<file path="config.mk">
export PLATFORM = sky130hd
export DESIGN_NAME = wb2axi
export DESIGN_NICKNAME = d
export VERILOG_FILES = /design/src/rtl/wb2axi.sv
export SDC_FILE = /design/constraint.sdc
export NUM_CORES = 1
export LEC_CHECK = 0
export ABC_AREA = 1
export BUFFER_PORTS_ARGS = -buffer_cell sky130_fd_sc_hd__buf_2
export CORE_ASPECT_RATIO = 0.75
export CORE_MARGIN = 3
export CORE_UTILIZATION = 43
export DETAILED_ROUTE_END_ITERATION = 8
export PLACE_DENSITY = 0.81
export SLEW_MARGIN = 20
export SYNTH_ARGS = -nofsm -noshare
export SYNTH_HDL_FRONTEND = slang
export SYNTH_SLANG_ARGS = --single-unit
</file>
<file path="constraint.sdc">
create_clock -name i_clk -period 1.8 [get_ports i_clk]
set_clock_uncertainty 0.2 [all_clocks]
set_input_delay 0.36 -clock i_clk [delete_from_list [all_inputs] [get_ports i_clk]]
set_output_delay 0.36 -clock i_clk [all_outputs]
set_load 0.02 [all_outputs]
</file>
<file path="src/rtl/wb2axi.sv">
// rtl/wb2axi.sv - Wishbone classic 32-bit slave to AXI4-Lite 64-bit master bridge
module wb2axi #(
    parameter int AW = 12
) (
    input  logic          i_clk,
    input  logic          i_rst,
    input  logic [AW-3:0] i_wb_adr,
    input  logic [31:0]   i_wb_dat,
    input  logic [3:0]    i_wb_sel,
    input  logic          i_wb_we,
    input  logic          i_wb_cyc,
    input  logic          i_wb_stb,
    output logic [31:0]   o_wb_rdt,
    output logic          o_wb_ack,
    output logic          o_wb_err,
    output logic [AW-1:0] o_awaddr,
    output logic          o_awvalid,
    input  logic          i_awready,
    output logic [63:0]   o_wdata,
    output logic [7:0]    o_wstrb,
    output logic          o_wvalid,
    input  logic          i_wready,
    input  logic [1:0]    i_bresp,
    input  logic          i_bvalid,
    output logic          o_bready,
    output logic [AW-1:0] o_araddr,
    output logic          o_arvalid,
    input  logic          i_arready,
    input  logic [63:0]   i_rdata,
    input  logic [1:0]    i_rresp,
    input  logic          i_rvalid,
    output logic          o_rready
);

    localparam logic [2:0] S_IDLE  = 3'd0;
    localparam logic [2:0] S_WADDR = 3'd1;
    localparam logic [2:0] S_WRESP = 3'd2;
    localparam logic [2:0] S_RADDR = 3'd3;
    localparam logic [2:0] S_RRESP = 3'd4;
    localparam logic [2:0] S_ACK   = 3'd5;

    logic [2:0] state;
    logic       hi_half;
    logic       aw_done_now;
    logic       w_done_now;

    // Only bit 1 of a response distinguishes OKAY/EXOKAY from SLVERR/DECERR
    logic unused_resp;
    assign unused_resp = ^{i_bresp[0], i_rresp[0]};

    assign aw_done_now = !o_awvalid || i_awready;
    assign w_done_now  = !o_wvalid || i_wready;

    always_ff @(posedge i_clk) begin
        if (i_rst) begin
            state     <= S_IDLE;
            hi_half   <= 1'b0;
            o_wb_rdt  <= 32'h0;
            o_wb_ack  <= 1'b0;
            o_wb_err  <= 1'b0;
            o_awaddr  <= '0;
            o_awvalid <= 1'b0;
            o_wdata   <= 64'h0;
            o_wstrb   <= 8'h0;
            o_wvalid  <= 1'b0;
            o_bready  <= 1'b0;
            o_araddr  <= '0;
            o_arvalid <= 1'b0;
            o_rready  <= 1'b0;
        end else begin
            case (state)
                S_IDLE: begin
                    if (i_wb_cyc && i_wb_stb) begin
                        o_awaddr <= {i_wb_adr[AW-3:1], 3'b000};
                        o_araddr <= {i_wb_adr[AW-3:1], 3'b000};
                        hi_half  <= i_wb_adr[0];
                        if (i_wb_we) begin
                            o_wdata   <= {i_wb_dat, i_wb_dat};
                            o_wstrb   <= i_wb_adr[0] ? {i_wb_sel, 4'h0} : {4'h0, i_wb_sel};
                            o_awvalid <= 1'b1;
                            o_wvalid  <= 1'b1;
                            state     <= S_WADDR;
                        end else begin
                            o_arvalid <= 1'b1;
                            state     <= S_RADDR;
                        end
                    end
                end
                S_WADDR: begin
                    if (o_awvalid && i_awready)
                        o_awvalid <= 1'b0;
                    if (o_wvalid && i_wready)
                        o_wvalid <= 1'b0;
                    if (aw_done_now && w_done_now) begin
                        o_bready <= 1'b1;
                        state    <= S_WRESP;
                    end
                end
                S_WRESP: begin
                    if (i_bvalid) begin
                        o_bready <= 1'b0;
                        o_wb_err <= i_bresp[1];
                        o_wb_ack <= !i_bresp[1];
                        state    <= S_ACK;
                    end
                end
                S_RADDR: begin
                    if (i_arready) begin
                        o_arvalid <= 1'b0;
                        o_rready  <= 1'b1;
                        state     <= S_RRESP;
                    end
                end
                S_RRESP: begin
                    if (i_rvalid) begin
                        o_rready <= 1'b0;
                        o_wb_rdt <= hi_half ? i_rdata[63:32] : i_rdata[31:0];
                        o_wb_err <= i_rresp[1];
                        o_wb_ack <= !i_rresp[1];
                        state    <= S_ACK;
                    end
                end
                S_ACK: begin
                    // stb may still be high here; the request is not re-sampled
                    o_wb_ack <= 1'b0;
                    o_wb_err <= 1'b0;
                    state    <= S_IDLE;
                end
                default: begin
                    state <= S_IDLE;
                end
            endcase
        end
    end

endmodule
</file>
**After elaboration in Yosys (flattened, before gate mapping)**

Cells that the tools add are included.

- Magnitude comparators: 0
- Divide/modulo/power cells: 0
- Reduce and logical (&&, ||, !) cells: 26
- Shifts and indexed selects: 0
- Multipliers: 0
- Equality and inequality tests: 14
- Bitwise logic cells: 0
- Add/sub/neg operators: 0
- Mux-type cells: 31

Operators by type and width:

| operator | number |
|---|---|
| $mux W32 | 1 |
| $ne A2 B2 Y1 const B | 9 |
| $mux W1 | 15 |
| $mux W3 | 5 |
| $pmux W3 S5 | 1 |
| $reduce_and A3 Y1 | 4 |
| $reduce_and A4 Y1 | 3 |
| $pmux W1 S2 | 5 |
| $mux W8 | 1 |
| $reduce_bool A2 Y1 | 4 |
| $eq A3 B2 Y1 const B | 2 |
| $eq A3 B3 Y1 const B | 2 |
| $pmux W1 S3 | 2 |
| $reduce_and A5 Y1 | 1 |
| $logic_and A1 B1 Y1 | 4 |
| $logic_not A1 Y1 | 4 |
| $reduce_and A2 Y1 | 2 |
| $eq A3 B1 Y1 const B | 1 |
| $logic_not A3 Y1 | 1 |
| $reduce_bool A3 Y1 | 1 |
| $logic_or A1 B1 Y1 | 2 |
| $mux W2 | 1 |

- Output and inout port bits: 135
- Bits in registers: 124
- Word-level logic and storage cells: 84
- Memory bits (read-only): 0
- Memories: 0
- Input bits: 124
- Bits in latches: 0
- Memory bits (writable): 0

**Longest topological paths before layout**

Gate-level depths: netlist of run 1.

- Depth in word-level cells: 5
- Mapped depth: 9
- Depth with buffers taken out: 9

**Worst setup path after synthesis of run 1**

No wires, ideal clock.

- Kind: reg-to-reg
- From: register state[1]
- To: register o_wdata[41]
- Data arrival time: 1.158 ns
- Library setup time: 0.116 ns
- Cell stages (with the launch flop): 8
- Data required time: 1.484 ns
- Path slack: 0.326 ns
- Clock period less this slack: 1.474 ns
- Path buffers: 1
- Cell sequence: dfxtp_1 > nor2_4 > nand2_2 > nor2_4 > nand2_4 > buf_2 > o21ai_0 > nor2_1

- Longest elaborated chain between the ends: 2

RTL lines:

| item | line | text |
|---|---|---|
| start, declared | 42 | `logic [2:0] state;` |
| start signal, assigned | 56 | `state <= S_IDLE;` |
| start signal, assigned | 82 | `state <= S_WADDR;` |
| start signal, assigned | 85 | `state <= S_RADDR;` |
| $logic_not A3 Y1 | 71 | `case (state)` |
| $reduce_and A3 Y1 (no line) | n/a |  |
| end signal, assigned | 78 | `o_wdata <= {i_wb_dat, i_wb_dat};` |
| end, declared | 19 | `output logic [63:0] o_wdata,` |

Every way passes these cells.
A chain may end at the register's enable or synchronous reset.

**Worst setup path in the final report of run 1**

- From: register state[1]
- To: register o_wdata[51]

The elaborated chain is that of the path after synthesis.

==> results by group, run 1 <==
CTS
  • CTS Buffer Depth: 2
  • CTS tree: done
  • CTS Root Cell: clkbuf_16
  • H-tree depth: 3
  • CTS buffer count: 9
  • Clock sinks: 92
  • Clock transition at path regs: 60 ps
  • Clock Latency Late Sink: 330 ps

Floorplanning
  • Die Y: 90.1 um
  • Die W: 118 um
  • # rows: 30
  • Core Footprint: 9120 um^2
  • Die ar.: 10,600 um^2
  • Starting density of the core: 44.4%
  • I/O pins: 259

GRT
  • Vias in the first global route: 3,603
  • GRT overflow: 0
  • Initial antenna violation count: 0
  • Tot GR Track Use: 18.8%
  • Global-route wire length before repair: 16,700 um
  • Pin count of the biggest net entering global routing: 65

Run
  • Max_cap viols: 0

Worst hold path
  • Min-Delay Endpoint: o_araddr[3]$_SDFFE_PP0P_
  • HP Class: in -> reg
  • Hold_sp: i_wb_adr[1]
  • Hold Path Depth: 3

STA
  • Post-route minimum period: 1700 ps
  • TNS Setup: 0 ps
  • Final Max Tran Viols: 0
  • Fin crit share: 94.7%
  • Final setup viols: 0
  • Fin. Hold Viols: 0
  • RSZ-0062 raised after global routing: false
  • F_max: 587 MHz

Power
  • Leakage: 0.00276 uW
  • Pwr/cell area: 1200 nW/um^2
  • Worst VDD drop: 0.000543 V
  • Pwr Total: 6470 uW

Yosys
  • Ys async rst share: 0%
  • Post-synth EDFFs: 0
  • Post-Syn Instances: 501
  • Synthesized flop and latch total: 92
  • Unique masters post-synth: 23
  • Area share of the largest cell type after synthesis: 45.4%
  • Most area-consuming cells after synthesis: dfxtp_1 (45%), buf_4 (8.7%), nor2_1 (8.7%)
  • Most common cell in the synthesized netlist: nor2_1
  • Sequential area share after synthesis: 45.4%
  • Cell area after synthesis: 4050 um^2
  • Synth cell count leaders: nor2_1 (94), dfxtp_1 (92), a21oi_1 (49)
  • Main synth FF type: dfxtp_1
  • Avg Cell Area, Syn: 8.09 um^2
  • Biggest area consumer among synthesized cells: dfxtp_1
  • Yosys warns: 0

Drt
  • Number of remaining DRC errors: 0
  • Drt via density: 4.74
  • Final WL: 10,700 um
  • DRT iter0 DRCs: 105
  • First-pass DRT Iterations: 4
  • DR vias: 3,951
  • Routed length per instance: 12.8 um
  • Routed Antenna Nets: 0

Setup path
  • CP Max Fanout: 25
  • RR Endpoint: o_wdata[51]$_SDFFE_PP0P_
  • CP startpoint kind: flip-flop
  • Crit end category: flip-flop
  • Setup CP Type: reg -> reg
  • Path depth of the worst reg2reg path: 7
  • CP required: 1810 ps
  • Crit path DAT: 1720 ps
  • Critical R2R Launch: state[1]$_SDFFE_PP0P_
  • Flop2flop setup slack: 100 ps

Final layout
  • P&R area growth vs syn: 32.5%
  • Layout cells sized above 1: 40.4%
  • Ant diodes: 0
  • Final nets: 824

Outcome
  • Outcome: finished clean

Place
  • Post-DP HPWL: 8220 um
  • Routability cong.: 0.818
  • IO Port Bufs: 250
[power by group]
part	leakage [uW]	switching, uW	total, uW	internal (uW)
Combinational	0.00187	1320	2060	739
Sequential	0.000748	207	2530	2320
Clock	0.000142	727	1880	1150
[cells in the final DEF, fill, tap and decap left out, drive strengths merged, types with 5 or more instances in the layout]
cell,netlist,routed
buf,67,258
inv,18,18
nand3,13,13
nor3,5,5
nand2,39,39
mux2i,32,32
nor2,98,98
clkbuf,8,13
dfxtp,92,92
a21oi,49,49
conb,1,6
o21ai,78,78
[state kept, by name (all words and copies together), names as in the netlist, 3 cells and up]
register,flops
o_araddr,9
o_wb_rdt,32
o_wdata,32
o_wstrb,8
state,3
[kinds of logic (layout without fill, tap and decap cells)]
group	Yosys count	after routing	share of synthesized area, %
AO/OA/AOI/OAI	128	128	15.9
buffers and inverters	93	292	14.5
flip-flops	92	92	45.4
multiplexers	32	32	7.90
other	1	6	0.0925
AND/OR/NAND/NOR	155	155	16.2
[cell type report]
| cell class | count | area (um^2) |
|---|---|---|
| Inverter | 18 | 72.6 |
| Fill cell | 820 | 3750 |
| Tap cell | 128 | 160 |
| Timing Repair Buffer | 258 | 1350 |
| Clock inverter | 3 | 45.0 |
| Multi-Input combinational cell | 321 | 1640 |
| Clock buffer | 13 | 260 |
| Sequential cell | 92 | 1840 |
[per-layer routing]
layer | GRT usage, % | vias to the layer above | routed length (um)
met5 | 0 | - | 0
met4 | 5.56 | 0 | 131
met3 | 5.35 | 10 | 795
met2 | 36.1 | 160 | 5690
met1 | 19.8 | 1774 | 4060
li1 | - | 2007 | -
[critical path, cell delays in order, from the launching register on]
cell and delay (ps):
dfxtp_1 410, nor2_4 180, nand2_2 100, nor2_4 120, nand2_4 80, buf_4 210, o21ai_0 220, nor2_1 60
[how the worst max path moves through the flow]
stage	startpoint	to	slack (ps)	cells after the start
after CTS	state[2]$_SDFFE_PP0P_	o_wb_rdt[23]$_SDFFE_PP0P_	20	7
after global routing	state[2]$_SDFFE_PP0P_	o_wb_rdt[23]$_SDFFE_PP0P_	10	7
after global placement	state[1]$_SDFFE_PP0P_	o_wstrb[7]$_SDFFE_PP0P_	180	7
final	state[1]$_SDFFE_PP0P_	o_wdata[51]$_SDFFE_PP0P_	100	7
after detailed placement	state[2]$_SDFFE_PP0P_	o_wb_rdt[23]$_SDFFE_PP0P_	70	7
after floorplan	state[1]$_SDFFE_PP0P_	o_wdata[41]$_SDFFE_PP0P_	330	7
[through the flow]
stage	instance area (um^2)	setup WS (ps)	hold slack, ps	std cells	utilization [%]
after detailed placement	5060	69.4	254	817	55.5
after floorplan	4070	326	295	506	-
after CTS	5370	24.6	41.8	833	58.9
final	5370	95.1	52.5	833	58.9
after global routing	5370	10.6	62.3	833	58.9
after global placement	5060	178	241	817	55.5
[what timing repair did]
item | CTS | global route
hold buffers | 0 | 0
setup buffers | 0 | 0
setup endpoints to repair | 0 | 25
gates resized for setup | 0 | 3
Power figures use the tool's default switching activity.
==> inputs of run 2 (changes only) <==
--- a/config.mk
+++ b/config.mk
@@ -9,9 +9,8 @@
 export BUFFER_PORTS_ARGS = -buffer_cell sky130_fd_sc_hd__buf_2
 export CORE_ASPECT_RATIO = 0.75
 export CORE_MARGIN = 3
-export CORE_UTILIZATION = 43
+export CORE_UTILIZATION = 25
 export DETAILED_ROUTE_END_ITERATION = 8
-export PLACE_DENSITY = 0.81
 export SLEW_MARGIN = 20
 export SYNTH_ARGS = -nofsm -noshare
 export SYNTH_HDL_FRONTEND = slang
==> run 2 against run 1 <==
Against the previous run: fmax rose by 6.5%; register-to-register slack improved by 100 ps; clock power rose by 4%; final area rose by 2.9%; critical path depth did not move; final cell count rose by 9.8%; first-iteration DRC count rose by 54%; utilization fell by 23 points; setup slack improved by 100 ps; largest power group unchanged.
==> results by group, run 2 (synthesized netlist as in run 1, its figures left out) <==
Final layout
  • P&R area growth vs syn: 36.4%
  • Most frequent cells in the layout: buf_2 (250), nor2_1 (94), dfxtp_1 (90)
  • Regs by FF count: o_wb_rdt (32), o_wdata (32), o_araddr (9)
  • Final nets: 830
  • Layout cells sized above 1: 41.1%
  • Cell Count, Final, Fillers Out: 915
  • Commonest non-fill, non-tap cell in the layout: buf_2
  • Ant diodes: 0
  • Post-route design area: 5530 um^2

Place
  • Placed Area: 5220 um^2
  • Post-DP HPWL: 8850 um
  • Routability cong.: 0.842
  • IO Port Bufs: 250
  • Placed cell count: 900

Outcome
  • Outcome: finished clean

CTS
  • Clock Latency Late Sink: 340 ps
  • CTS Buffer Depth: 2
  • Post-CTS setup repair buffer count: 0
  • CTS Root Cell: clkbuf_16
  • CTS buffer count: 9
  • Clock transition at path regs: 60 ps
  • Clock sinks: 92
  • CTS tree: done
  • H-tree depth: 3
  • Cts hold-fix bufs: 0
  • Post-CTS sizing: 0

Drt
  • Routed Antenna Nets: 0
  • Routed length per instance: 12.7 um
  • Number of remaining DRC errors: 0
  • Drt via density: 4.20
  • DRT iter0 DRCs: 162
  • Final WL: 11,600 um
  • DR vias: 3,844
  • First-pass DRT Iterations: 4

STA
  • Fin crit share: 89.0%
  • Final setup viols: 0
  • Post-route minimum period: 1600 ps
  • RSZ-0062 raised after global routing: false
  • Final Max Tran Viols: 0
  • TNS Setup: 0 ps
  • Fin. Hold Viols: 0
  • Hold_ws: 45.0 ps
  • F_max: 624 MHz

Setup path
  • Critical path, cell by cell: inv_2, nand2_2, nor2_4, nand2_4, buf_4, o21ai_0, nor2_1
  • CP Max Fanout: 16
  • Setup CP Type: reg -> reg
  • CP delay by family, top: simple AND/OR/NAND/NOR gates
  • CP required: 1830 ps
  • Crit end category: flip-flop
  • Critical-path top delay cell: dfxtp_1
  • CP startpoint kind: flip-flop
  • Buf/Inv on CP: 2
  • Crit path DAT: 1630 ps
  • CP peak stage delay: 380 ps

Floorplanning
  • # rows: 39
  • I/O pins: 259
  • Die Y: 116 um
  • Core Footprint: 15,600 um^2
  • Die ar.: 17,800 um^2
  • Starting density of the core: 26.0%
  • Die W: 153 um

Power
  • Pwr Total: 6600 uW
  • Worst VDD drop: 0.000467 V
  • Pwr/cell area: 1190 nW/um^2
  • Leakage: 0.00280 uW

GRT
  • GRT overflow: 0
  • Global-route wire length before repair: 17,900 um
  • Vias in the first global route: 3,452
  • Pin count of the biggest net entering global routing: 51
  • Tot GR Track Use: 12.6%
  • Initial antenna violation count: 0

Run
  • Max_cap viols: 0

Worst hold path
  • HP Class: in -> reg
## run 2: changes by cell type in the layout (fill, tap and decap cells not counted), sizes merged
cell,previous run,this run
clkbuf,13,12
buf,258,264
## run 2: cell type report
cell class / count / area, um^2
Multi-Input combinational cell: 321 / 1640
Fill cell: 1673 / 10000
Clock buffer: 12 / 267
Tap cell: 205 / 256
Sequential cell: 92 / 1840
Clock inverter: 3 / 45.0
Timing Repair Buffer: 264 / 1410
Inverter: 18 / 70.1
## run 2: worst paths after layout
check,start,slack [ps],depth (start not counted),endpoint
worst max-delay path,state[0]$_SDFFE_PP0P_,200,7,o_wdata[38]$_SDFFE_PP0P_
worst min-delay path,i_wb_adr[3],40,3,o_araddr[5]$_SDFFE_PP0P_
worst max register to register,state[0]$_SDFFE_PP0P_,200,7,o_wdata[38]$_SDFFE_PP0P_
worst min register to register,o_bready$_SDFFE_PP0P_,250,2,o_bready$_SDFFE_PP0P_
## run 2: where the power goes
| part | total, uW | internal, uW | switching (uW) |
|---|---|---|---|
| Sequential | 2530 | 2320 | 206 |
| Combinational | 2110 | 782 | 1320 |
| Clock | 1960 | 1180 | 779 |
| Total | 6600 | 4290 | 2310 |
## run 2: metal layers
layer / track usage [%] / vias up / part of all wire [%]
met5: 0 / - / 0
met4: 3.92 / 0 / 1.2
met3: 4.44 / 9 / 7.9
met2: 19.4 / 170 / 44
met1: 16.8 / 1655 / 46
li1: - / 2010 / -
## run 2: worst min-delay path, cell delays in order
cell    delay (ps)
buf_2           70
nor2_1          30
nor2_1          80
## run 2: metrics by stage
stage               setup WS [ps]  util [%]
floorplan                     326         -
global placement              136      33.5
detailed placement            129      33.5
CTS                           109      35.5
global route                 1.94      35.5
finish                        199      35.5
